[config.mk]
export PLATFORM = sky130hd
export DESIGN_NAME = ru_write_ctrl
export DESIGN_NICKNAME = d
export VERILOG_FILES = /design/src/rtl/ru_ctrl_pkg.sv /design/src/rtl/ru_dbg_arb.sv /design/src/rtl/ru_write_ctrl.sv
export SDC_FILE = /design/constraint.sdc
export NUM_CORES = 1
export LEC_CHECK = 0
export ABC_CLOCK_PERIOD_IN_PS = 1810
export BUFFER_PORTS_ARGS = -buffer_cell sky130_fd_sc_hd__buf_2
export CORE_UTILIZATION = 33
export DETAILED_ROUTE_END_ITERATION = 12
export MAX_ROUTING_LAYER = met4
export PLACE_DENSITY = 0.84
export SLEW_MARGIN = 20
export SYNTH_ARGS = -nofsm -noshare
export SYNTH_HDL_FRONTEND = slang
export SYNTH_HIERARCHICAL = 1
export SYNTH_SLANG_ARGS = --single-unit
[constraint.sdc]
create_clock -name clk -period 1.81 [get_ports clk]
set_clock_uncertainty 0.05 [all_clocks]
set_input_delay 0.0905 -clock clk [delete_from_list [all_inputs] [get_ports clk]]
set_output_delay 0.0905 -clock clk [all_outputs]
set_load 0.02 [all_outputs]
[src/rtl/ru_ctrl_pkg.sv]
// Shared types and constants for the register-unit write-port controller.
// Used by ru_write_ctrl and ru_dbg_arb.
package ru_ctrl_pkg;

    typedef enum logic {
        INIT = 1'b0,
        RUN  = 1'b1
    } ru_state_e;

    typedef logic [4:0] reg_addr_t;

    localparam int          XLEN_DEF    = 32;
    localparam logic [31:0] SP_INIT_DEF = 32'd1024;
    localparam int          NUM_REGS    = 32;

    localparam reg_addr_t FIRST_REG = 5'd1;
    localparam reg_addr_t SP_REG    = 5'd2;
    localparam reg_addr_t LAST_REG  = reg_addr_t'(NUM_REGS - 1);

    // x2 is the only register with a non-zero power-on value.
    function automatic logic is_sp_reg(input reg_addr_t addr);
        return addr == SP_REG;
    endfunction

endpackage

[src/rtl/ru_dbg_arb.sv]
// Debug write arbitration: counts refused debug cycles and forces a grant
// (stalling the core) once a pending request has waited DBG_MAX_WAIT cycles.
module ru_dbg_arb
    import ru_ctrl_pkg::*;
#(
    parameter int DBG_MAX_WAIT = 8
) (
    input  logic clk,
    input  logic rst_n,
    input  logic run,
    input  logic wb_en,
    input  logic dbg_req,
    output logic dbg_sel,
    output logic force_req
);

    localparam int WAIT_W = (DBG_MAX_WAIT < 1) ? 1 : $clog2(DBG_MAX_WAIT + 1);
    localparam logic [WAIT_W-1:0] WAIT_MAX = WAIT_W'(DBG_MAX_WAIT);

    logic [WAIT_W-1:0] wait_cnt_reg;
    logic [WAIT_W-1:0] wait_cnt_next;

    always_ff @(posedge clk or negedge rst_n) begin
        if (!rst_n) begin
            wait_cnt_reg <= '0;
        end else begin
            wait_cnt_reg <= wait_cnt_next;
        end
    end

    always_comb begin
        force_req     = run && dbg_req && (wait_cnt_reg == WAIT_MAX);
        dbg_sel       = run && dbg_req && (!wb_en || force_req);
        wait_cnt_next = wait_cnt_reg;
        // The counter only moves in RUN; during INIT a pending request waits at 0.
        if (run) begin
            if (!dbg_req || dbg_sel) begin
                wait_cnt_next = '0;
            end else if (wait_cnt_reg != WAIT_MAX) begin
                wait_cnt_next = wait_cnt_reg + 1'b1;
            end
        end
    end

endmodule

[src/rtl/ru_write_ctrl.sv]
// Owner of the register unit's single write port: hardware init of x1..x31,
// then core writeback with an optional debug port (macro RU_DEBUG_PORT_EN).
module ru_write_ctrl
    import ru_ctrl_pkg::*;
#(
    parameter int          XLEN         = XLEN_DEF,
    parameter logic [31:0] SP_INIT      = SP_INIT_DEF,
    parameter int          DBG_MAX_WAIT = 8
) (
    input  logic            clk,
    input  logic            rst_n,
    input  logic            wb_en,
    input  logic [4:0]      wb_rd,
    input  logic [XLEN-1:0] wb_data,
`ifdef RU_DEBUG_PORT_EN
    input  logic            dbg_req,
    input  logic [4:0]      dbg_rd,
    input  logic [XLEN-1:0] dbg_data,
    output logic            dbg_gnt,
`endif
    output logic            ru_wr,
    output logic [4:0]      ru_rd,
    output logic [XLEN-1:0] ru_data,
    output logic            stall,
    output logic            init_done
);

    ru_state_e state_reg;
    ru_state_e state_next;
    reg_addr_t init_cnt_reg;
    reg_addr_t init_cnt_next;

    logic            wr_int;
    reg_addr_t       rd_int;
    logic [XLEN-1:0] data_int;
    logic            stall_int;
    logic            done_int;
    logic            gnt_int;

`ifdef RU_DEBUG_PORT_EN
    logic dbg_sel;
    logic force_req;

    ru_dbg_arb #(
        .DBG_MAX_WAIT (DBG_MAX_WAIT)
    ) u_dbg_arb (
        .clk       (clk),
        .rst_n     (rst_n),
        .run       (state_reg == RUN),
        .wb_en     (wb_en),
        .dbg_req   (dbg_req),
        .dbg_sel   (dbg_sel),
        .force_req (force_req)
    );
`endif

    always_ff @(posedge clk or negedge rst_n) begin
        if (!rst_n) begin
            state_reg    <= INIT;
            init_cnt_reg <= FIRST_REG;
        end else begin
            state_reg    <= state_next;
            init_cnt_reg <= init_cnt_next;
        end
    end

    always_comb begin
        state_next    = state_reg;
        init_cnt_next = init_cnt_reg;
        wr_int        = 1'b0;
        rd_int        = '0;
        data_int      = '0;
        stall_int     = 1'b1;
        done_int      = 1'b0;
        gnt_int       = 1'b0;
        case (state_reg)
            INIT: begin
                wr_int        = 1'b1;
                rd_int        = init_cnt_reg;
                data_int      = is_sp_reg(init_cnt_reg) ? XLEN'(SP_INIT) : '0;
                init_cnt_next = init_cnt_reg + 1'b1;
                if (init_cnt_reg == LAST_REG) begin
                    state_next = RUN;
                end
            end
            RUN: begin
                done_int  = 1'b1;
                stall_int = 1'b0;
`ifdef RU_DEBUG_PORT_EN
                if (dbg_sel) begin
                    // A forced grant suppresses the core write; the core re-presents it.
                    gnt_int   = 1'b1;
                    rd_int    = dbg_rd;
                    data_int  = dbg_data;
                    wr_int    = (dbg_rd != '0);
                    stall_int = force_req && wb_en;
                end else if (wb_en) begin
                    rd_int   = wb_rd;
                    data_int = wb_data;
                    wr_int   = (wb_rd != '0);
                end
`else
                if (wb_en) begin
                    rd_int   = wb_rd;
                    data_int = wb_data;
                    wr_int   = (wb_rd != '0);
                end
`endif
            end
            default: begin
                state_next = INIT;
            end
        endcase
    end

    // Outputs are purely combinational so the register unit's same-cycle
    // forwarding still sees the write; reset overrides them immediately.
    always_comb begin
        ru_wr     = rst_n && wr_int;
        ru_rd     = rst_n ? rd_int : '0;
        ru_data   = rst_n ? data_int : '0;
        stall     = !rst_n || stall_int;
        init_done = rst_n && done_int;
    end

`ifdef RU_DEBUG_PORT_EN
    assign dbg_gnt = rst_n && gnt_int;
`else
    logic unused_gnt;
    assign unused_gnt = gnt_int;
`endif

endmodule

==> flow_results.org <==
** Outcome
- The run finished with clean final reports.

** STA
- Setup violations remaining at the end of the flow were counted as 0.
- Final Cycle Share :: 93.58%
- Number of endpoints with negative hold slack in the final report :: 0
- Headroom to the max-slew limit :: 83.45%
- Max-slew violation count :: 0
- Worst-Margin Slew :: 0.2448 ns
- Upper clock frequency limit :: just under 0.6 GHz
- RSZ-0062 raised after global routing :: no
- Final TNS setup :: 0 ns
- Shortest clock period the worst path allows after layout :: 1.694 ns

** Drt
- Count of TritonRoute iterations in the first routing pass :: 4
- Total Wirelength :: roughly 2.0 mm
- First DRT Iteration DRCs :: 22
- For this block, the via count after detailed routing is 856.
- Number of nets with antenna violations after routing :: 0
- Routed len/inst :: 10.80 um
- Final routed DRC violation total :: 0
- After detailed routing, the number of vias per cell comes to approximately 4.5.

** Pwr
- Sw Ratio :: 34.29%
- IR analysis of the VDD net gives a maximum drop of 0.3021 mV.
- Proportion of power drawn by combinational gates :: 37.5%
- Sequential cell fraction of total power :: 30.0%
- Summed over all cells, the static leakage comes to around 0.67 nW.
- Internal Pwr Total :: about 0.0003 W
- The clock network accounts for 32.6% of the total power.
- Power density over the cells :: 408.1 mW/mm2
- In this run the power spent charging and discharging nets is 0.0001539 W.

** Setup path
- Arrival time of the worst setup path :: 1.55 ns
- STA classifies the critical path startpoint as a flop.
- Of all nets on the critical path, the largest fanout is 5.
- The worst setup path is captured at a primary output.
- In this design, the stage delay of the slowest critical-path cell is between 0.5 and 0.6 ns.
- CP delay by family, top :: flip-flops
- For flop-to-flop paths, the worst setup slack is 0.25 ns.
- The worst setup path is of the flop to primary output kind.
- On the critical path, the stage with the largest delay is an instance of sky130_fd_sc_hd__dfstp_2.
- The number of buffers and inverters on the critical path is 2.
- CP cell instances :: inv_1, ha_1, nor4bb_1, a22o_2, buf_2
- Crit path required time :: 1.67 ns

** Cells and area
- The final layout contains around 210 nets.
- Core occupancy in the finished layout :: 56.64%
- Largest register FFs :: 5
- In the final layout, the share of cells above drive strength 1 is 58.64%.
- Layout Area Growth over Synthesis :: 62.78%
- The filler cells instantiated in the layout total 188.
- Combined flip-flop and latch cell area :: 152.6 um2
- Antenna diodes :: 0
- In the final layout, the multi-input gates occupy 455.4 um2.
- Summed area of non-filler cells in the final layout :: 0.001100 mm2

** Logic synthesis
- Among all flip-flop cells after synthesis, the most frequent one is sky130_fd_sc_hd__dfrtp_1.
- Number of distinct library cells after synthesis :: 24
- After synthesis the netlist holds a flip-flop and latch count of 6.
- Number of instances in the synthesized netlist :: 82
- The mapped netlist covers 675.6 um2.
- Synthesis produced a netlist with a net count of ~130.
- Sequential element share of the synthesized area :: 22.41%
- Fraction of synthesis flops using an asynchronous set or reset pin :: 100.0%
- Syn avg cell area :: 8.240 um2
- The Yosys step of the flow raised 6 warnings.
- Post-synth EDFFs :: 0

** Floorplan
- 80 I/O pins were placed.
- Measured along the y axis, the die boundary spans 47.25 um.
- In this run the horizontal extent of the chip is 47.25 um.
- Overall die area :: around 0.0022 mm2
- Initial Utilization :: 34.79%
- Cell row count :: 16
- The core region is 0.001942 mm2.

** Clock tree
- Register clock-pin slew on the reported worst setup and hold paths :: 0.05 ns
- Cell at the root of the clock tree :: sky130_fd_sc_hd__clkbuf_4
- The clock passes through at most 2 buffers.
- For the worst-skew pair, the clock arrives at the later sink with an insertion delay of 0.26 ns.
- TritonCTS clock tree :: yes
- Number of clock buffers inserted by TritonCTS :: 3
- Post-CTS Setup Bufs :: 0
- Depth of the CTS H-tree :: 1
- Number of clock sinks seen by CTS :: 6

** Global route
- Largest net degree at the start of global routing :: 33
- First-pass GRT wire length :: about 2.7 mm
- Total grt overflow :: 0
- The number of antenna violations at the first check in global routing was 0.
- Combined global-route utilization of all metal layers :: between 10% and 20%
- The via count of the first global-routing pass is 646.

** Min path
- The min-delay analysis places its worst path in the category input port to async pin.

** Place
- Area post-placement :: 0.001062 mm2
- Routability-driven placement congestion ratio :: 0.6942
- Port bufs :: 79

** Run
- Across the run, the number of max-cap violations was 0.
cells in the mapped netlist (all sizes together) (2+ instances only):
master	count	area share [%]
and2	31	30
nand2b	6	5.6
a21oi	5	3.7
buf	5	7.4
dfrtp	5	19
inv	5	2.8
nand3	5	3.7
ha	3	5.6
xnor2	3	3.9
and3	2	2.6
nor2	2	1.1
power groups by stage:
stage | Sequential, W | Clock (W) | Combinational (W)
after floorplan | 0.000137 | 0 | 0.0000939
after global placement | 0.000137 | 0 | 0.000166
after detailed placement | 0.000137 | 0 | 0.000168
after CTS | 0.000134 | 0.000156 | 0.000170
after global routing | 0.000134 | 0.000155 | 0.000186
final | 0.000134 | 0.000146 | 0.000168
repair_timing:
item	in CTS	in global routing
endpoints found under the setup margin	0	32
hold buffers	1	0
gates resized for setup	0	1
hold endpoints to repair	6	0
path summary, 6_finish.rpt:
kind                                 start               to  cells after the start
min in group clk               wb_data[18]      ru_data[18]                      3
min reg2reg                init_cnt_reg[0]  init_cnt_reg[0]                      1
min                                  rst_n  init_cnt_reg[1]                      2
max                        init_cnt_reg[0]      ru_data[10]                      5
max reg2reg                init_cnt_reg[0]  init_cnt_reg[4]                      4
max in group asynchronous            rst_n  init_cnt_reg[0]                      2
cell usage in the layout, fill, tap and decap left out, types with 2 or more instances in the layout:
cell type,n
sky130_fd_sc_hd__buf_2,79
sky130_fd_sc_hd__and2_1,25
sky130_fd_sc_hd__and2_2,6
sky130_fd_sc_hd__nand2b_1,6
sky130_fd_sc_hd__nand3_1,5
sky130_fd_sc_hd__inv_1,5
sky130_fd_sc_hd__a21oi_1,5
sky130_fd_sc_hd__dfrtp_1,4
sky130_fd_sc_hd__xnor2_1,3
sky130_fd_sc_hd__ha_1,3
sky130_fd_sc_hd__clkbuf_4,3
sky130_fd_sc_hd__nor2_1,2
per-stage QoR:
stage | std cells | setup WS [ns] | power, W | hold slack [ns]
2_1_floorplan | 82 | 0.3310 | 0.0002306 | -0.2551
3_3_place_gp | 184 | 0.3112 | 0.0003024 | -0.1093
3_5_place_dp | 184 | 0.2554 | 0.0003048 | -0.1038
4_1_cts | 189 | 0.04028 | 0.0004602 | 0.1392
5_1_grt | 189 | 0.02560 | 0.0004758 | 0.1787
6_report | 189 | 0.1162 | 0.0004488 | 0.1564
layout make-up:
type                    count  share of cell area [%]
multi-input cells          66                   41.41
inverters                   5                   1.706
clock buffers               4                   2.389
repair buffers             81                   37.54
well taps                  27                   3.072
flip-flops and latches      6                   13.88
routing by layer:
metal / share of wire, % / track usage [%] / up-vias
met5: 0 / - / -
met4: 1.4 / 6.857 / 0
met3: 8.9 / 2.692 / 3
met2: 55 / 35.34 / 59
met1: 35 / 17.25 / 372
li1: - / - / 422
logic make-up after synthesis:
kind of cell | after synthesis | synth area share, %
multiplexers | 2 | 3.148
adder cells (fa/ha/maj) | 3 | 5.556
AO/OA/AOI/OAI | 7 | 6.481
XOR/XNOR | 3 | 3.890
buffers and inverters | 10 | 10.18
AND/OR/NAND/NOR | 51 | 48.33
flip-flops | 6 | 22.41
No activity file was read; power rests on OpenSTA's default activity.
